--- config.mk ---
export PLATFORM = sky130hd
export DESIGN_NAME = post_adder_norm
export DESIGN_NICKNAME = d
export VERILOG_FILES = /design/src/rtl/post_adder_norm_pkg.sv /design/src/rtl/post_adder_norm_lzc_tree.sv /design/src/rtl/post_adder_norm.sv
export SDC_FILE = /design/constraint.sdc
export NUM_CORES = 1
export LEC_CHECK = 0
export CORE_MARGIN = 8
export CORE_UTILIZATION = 50
export CTS_CLUSTER_SIZE = 20
export DETAILED_ROUTE_END_ITERATION = 12
export HOLD_SLACK_MARGIN = 0.05
export PLACE_DENSITY = 0.77
export SLEW_MARGIN = 20
export SYNTH_ARGS = -nofsm -noshare
export SYNTH_HDL_FRONTEND = slang
export SYNTH_SLANG_ARGS = --single-unit
--- constraint.sdc ---
create_clock -name clk -period 3.3 [get_ports clk]
set_clock_uncertainty 0.05 [all_clocks]
set_input_delay 0.825 -clock clk [delete_from_list [all_inputs] [get_ports clk]]
set_output_delay 0.825 -clock clk [all_outputs]
set_load 0.005 [all_outputs]
--- src/rtl/post_adder_norm_pkg.sv ---
// Shared FPAU mantissa-path constants and a width helper for the post-adder and rounder.
package post_adder_norm_pkg;

  localparam int FPAU_MANT_W = 23;               // stored fraction bits
  localparam int FPAU_SIG_W  = FPAU_MANT_W + 1;  // with hidden bit
  localparam int FPAU_ADD_W  = FPAU_SIG_W + 2;   // adder result: carry + sign
  localparam int WIDTH_DEF   = FPAU_ADD_W;

  function automatic int clog2(input int n);
    int r;
    int v;
    r = 0;
    v = n - 1;
    while (v > 0) begin
      r++;
      v = v >> 1;
    end
    return r;
  endfunction

endpackage

--- src/rtl/post_adder_norm_lzc_tree.sv ---
// Combinational leading-zero counter; all-zero input returns WIDTH.
// Zero latency, no flow control.
module lzc_tree
  import post_adder_norm_pkg::*;
#(
  parameter int WIDTH = WIDTH_DEF,
  parameter int LZW   = clog2(WIDTH + 1)
) (
  input  logic [WIDTH-1:0] din,
  output logic [LZW-1:0]   cnt
);

  // Later (higher) set bits override, leaving the count of the topmost one.
  always_comb begin
    cnt = LZW'(WIDTH);
    for (int i = 0; i < WIDTH; i++) begin
      if (din[i]) cnt = LZW'(WIDTH - 1 - i);
    end
  end

endmodule

--- src/rtl/post_adder_norm.sv ---
// Two-stage sign/magnitude split with leading-zero count and optional left-normalise.
// Latency 2; stage 2 holds while out_ready=0, stage 1 takes one more word then stalls input.
module post_adder_norm
  import post_adder_norm_pkg::*;
#(
  parameter int WIDTH = WIDTH_DEF,
  parameter bit NORM  = 1'b1,
  localparam int LZW  = clog2(WIDTH + 1)
) (
  input  logic             clk,
  input  logic             rst_n,
  input  logic             in_valid,
  output logic             in_ready,
  input  logic [WIDTH-1:0] in,
  output logic             out_valid,
  input  logic             out_ready,
  output logic             sign,
  output logic [WIDTH-1:0] frac,
  output logic [LZW-1:0]   lzc,
  output logic             zero
);

  logic             v1_q, v1_d, v2_q, v2_d;
  logic             s1_sign_q, s1_sign_d;
  logic [WIDTH-1:0] s1_mag_q, s1_mag_d;
  logic             s2_sign_q, s2_sign_d;
  logic [WIDTH-1:0] s2_frac_q, s2_frac_d;
  logic [LZW-1:0]   s2_lzc_q, s2_lzc_d;
  logic             s2_zero_q, s2_zero_d;
  logic             adv2, accept, load2;
  logic [LZW-1:0]   mag_lzc;

  lzc_tree #(.WIDTH(WIDTH), .LZW(LZW)) u_lzc (
    .din (s1_mag_q),
    .cnt (mag_lzc)
  );

  always_comb begin
    adv2     = ~v2_q | out_ready;
    in_ready = ~v1_q | adv2;
    accept   = in_valid & in_ready;
    load2    = v1_q & adv2;
    v1_d     = accept | (v1_q & ~adv2);
    v2_d     = load2 | (v2_q & ~out_ready);

    s1_sign_d = s1_sign_q;
    s1_mag_d  = s1_mag_q;
    // Full-width negate keeps -2^(WIDTH-1) exact as 2^(WIDTH-1).
    if (accept) begin
      s1_sign_d = in[WIDTH-1];
      s1_mag_d  = in[WIDTH-1] ? (~in + WIDTH'(1)) : in;
    end

    s2_sign_d = s2_sign_q;
    s2_frac_d = s2_frac_q;
    s2_lzc_d  = s2_lzc_q;
    s2_zero_d = s2_zero_q;
    if (load2) begin
      s2_sign_d = s1_sign_q;
      s2_lzc_d  = mag_lzc;
      s2_zero_d = (s1_mag_q == '0);
      s2_frac_d = NORM ? (s1_mag_q << mag_lzc) : s1_mag_q;
    end
  end

  always_ff @(posedge clk or negedge rst_n) begin
    if (!rst_n) begin
      v1_q      <= 1'b0;
      v2_q      <= 1'b0;
      s1_sign_q <= 1'b0;
      s1_mag_q  <= '0;
      s2_sign_q <= 1'b0;
      s2_frac_q <= '0;
      s2_lzc_q  <= '0;
      s2_zero_q <= 1'b0;
    end else begin
      v1_q      <= v1_d;
      v2_q      <= v2_d;
      s1_sign_q <= s1_sign_d;
      s1_mag_q  <= s1_mag_d;
      s2_sign_q <= s2_sign_d;
      s2_frac_q <= s2_frac_d;
      s2_lzc_q  <= s2_lzc_d;
      s2_zero_q <= s2_zero_d;
    end
  end

  assign out_valid = v2_q;
  assign sign      = s2_sign_q;
  assign frac      = s2_frac_q;
  assign lzc       = s2_lzc_q;
  assign zero      = s2_zero_q;

endmodule

==> results by group <==
Finish
  – Final std cells w/o fill: 714
  – ANT cells: 0
  – Final #Nets: 633
  – Layout cells sized above 1: 0.1386
  – Area growth syn-to-layout: 24.11%
  – Fillcell total: 762

Synthesis
  – Syn Nets: 553
  – Largest family of logic cells by synthesized area: compound AO/OA/AOI/OAI gates
  – Cell taking the most area after synthesis: dfrtp_1
  – Synthesized instance count: 522
  – Synth warnings: 0
  – Ys async rst share: 1.000
  – Seq/Total Area, Yosys: 0.3457
  – Cell with the most instances after synthesis: nand2_1
  – Simple-gate area share of the yosys netlist: 0.2016
  – Ranking of synthesized cells by area: dfrtp_1 (35%), nand2_1 (6.4%), o21ai_0 (5.6%)
  – Synthesized cell area: 0.004488 sq mm
  – Area share of fa/ha/maj cells after synthesis: 0.002788
  – Count of flip-flops with a built-in enable after synthesis: 0
  – Main synth FF type: dfrtp_1
  – Synth Area in Compound Gates: 0.2746
  – Distinct cells, synth: 73
  – Share of the synthesized area in the top cell type: 0.3457
  – Syn avg cell area: 8.598 sq um
  – Top post-synthesis cells by count: nand2_1 (76), dfrtp_1 (62), o21ai_0 (50), nor2_1 (36), mux2i_1 (23)
  – #FFs+latches synth: 62
  – Xor/xnor cell area share of the yosys netlist: 0.04488
  – Mux cell area share after synthesis: 0.07973

Critical path
  – Reg-to-Reg End: frac[23]
  – Critical Path Fanout Max: 13
  – R2r startpoint: s1_mag_q[0]
  – CP Class: reg2reg
  – Crit. End Element: register
  – Reg2reg path depth: 8
  – Crit path arrival time: 3.34 ns
  – Required time of the worst setup path: 3.48 ns
  – CP startpoint kind: register
  – Worst reg-to-reg setup slack: 0.14 ns

Clock network
  – Clock Pin Slew Worst Setup and Hold Paths: 0.07 ns
  – Post-CTS setup buffer count: 0
  – Clock root cell: clkbuf_8
  – Cts bufs inserted: 9
  – CTS tree: yes
  – Clock sink count: 62
  – Post-CTS sizing: 0
  – Depth of the CTS H-tree: 3
  – Hold Buf Count CTS: 0
  – Clock latency on the worst-skew pair: 0.34 ns
  – Worst-case clock buffer depth: 2

Run status
  – Outcome: finished, final reports clean

Global route
  – Global route overflow: 0
  – First-pass GRT wire length: 20800 microns
  – Initial antenna violation count: 0
  – Vias in the first global route: 4104
  – GRT Util Overall: 0.2025
  – Largest net degree at the start of global routing: 63

Route
  – Post-Route WL: 12710 microns
  – Via count: 4339
  – Vias/cell: 6.077
  – WL/cell: 17.80 microns
  – DRC violations left: 0
  – Initial DRC Count: 306
  – Routed Antenna Nets: 0
  – DR pass1 iterations: 4

Floorplanning
  – Row cnt: 34
  – Die Area: 0.01226 sq mm
  – Ports: 65
  – Starting Density: 0.5146
  – Die H: 110.7 microns
  – Chip Width: 110.7 microns
  – Core area: 0.008721 sq mm

Timing
  – Final Cycle Share: 0.9585
  – Minimum clock period: 3.163 ns
  – Tightest Pin Transition: 0.6066 ns
  – Pins Over Slew Limit: 0
  – Fmax achieved: 316.2 MHz
  – Final setup violation count: 0
  – Slew margin rel.: 0.5851
  – Setup TNS: 0 ns
  – RSZ-0062 raised after global routing: no
  – Endpoints failing hold: 0

Placed design
  – Dpl cells: 699
  – GP Congestion: 0.9004
  – Dpl hpwl: 9949 microns
  – I/O Buffers: 64

Run
  – Max cap viols: 0

Power and ir drop
  – Pleak: 0.002329 uW
  – PwrDens: 626.1 mW/mm^2
  – Peak supply drop: 0.0002318 V

Worst hold path
  – Worst Hold Class: in2async
-- critical path, stage by stage (launching register included) --
cell      delay [ns]
dfrtp_1         0.54
nor2_1          0.07
o311ai_0        0.40
a31oi_1         0.29
nor2_2          0.53
mux4_2          0.67
o41ai_2         0.25
a211o_1         0.16
o211ai_1        0.08
-- sequential cells by signal, indices dropped and copies added (netlist names) --
register,count
v1_q,1
sign,1
lzc,5
frac,26
s1_mag_q,26
zero,1
out_valid,1
s1_sign_q,1
-- per-stage QoR --
step / power [uW] / worst slack, ns / hold slack, ns / instance area, sq um / utilization
2_1_floorplan: 2130 / 0.4377 / 0.3831 / 4488 / -
3_3_place_gp: 2808 / -0.02987 / 0.4103 / 5381 / 0.6171
3_5_place_dp: 2837 / -0.1181 / 0.4154 / 5381 / 0.6171
4_1_cts: 3492 / 0.1750 / 0.4378 / 5570 / 0.6387
5_1_grt: 3710 / 0.02323 / 0.4472 / 5570 / 0.6387
6_report: 3487 / 0.1370 / 0.4251 / 5570 / 0.6387
-- worst max path at each step --
stage | from | endpoint | slack [ns] | cells after the start
2_1_floorplan | in[6] | s1_mag_q[23] | 0.44 | 7
3_3_place_gp | in[6] | s1_mag_q[23] | -0.03 | 8
3_5_place_dp | in[6] | s1_mag_q[19] | -0.12 | 8
4_1_cts | s1_mag_q[0] | frac[23] | 0.17 | 8
5_1_grt | s1_mag_q[0] | frac[14] | 0.02 | 9
6_report | s1_mag_q[0] | frac[23] | 0.14 | 8
-- where the power goes --
part | leakage, uW | internal, uW | total, uW | switching [uW]
sequential | 0.000766 | 964 | 1160 | 193
clock | 0.0000952 | 363 | 652 | 290
combinational | 0.00147 | 814 | 1680 | 864
-- routing by layer --
layer | part of all wire | wire length, microns | vias to the layer above | GRT usage
met5 | 0 | 0 | - | 0
met4 | 0.013 | 166 | 0 | 0.05586
met3 | 0.048 | 610 | 13 | 0.04491
met2 | 0.48 | 6105 | 142 | 0.3347
met1 | 0.46 | 5826 | 2087 | 0.2586
li1 | - | - | 2097 | -
-- layout by cell type, fill, tap and decap left out, types with 11 or more instances in the layout --
master and n:
dfrtp_1 62, mux2i_1 23, nor2_1 36, nor4_1 11, nand2_1 76, buf_4 39
clkdlybuf4s50_1 63, o21ai_0 50, a21oi_1 22, xor2_1 17
-- kinds of logic after synthesis --
logic type,Yosys count
adders and majority gates,1
xor gates and xnor gates,23
buffers and inverters,45
and+or+nand+nor,185
muxes,32
DFF,62
AOI/OAI and AO/OA,174
-- layout make-up --
cell class,instances,area [sq um],area share
flip-flops and latches,62,1551,0.2785
repair buffers,104,948.4,0.1703
inverters,10,37.54,0.006739
clock buffers,11,141.4,0.02538
well taps,108,135.1,0.02426
clock inverters,4,47.55,0.008535
multi-input cells,415,2709,0.4863
No activity file was read; power rests on OpenSTA's default activity.
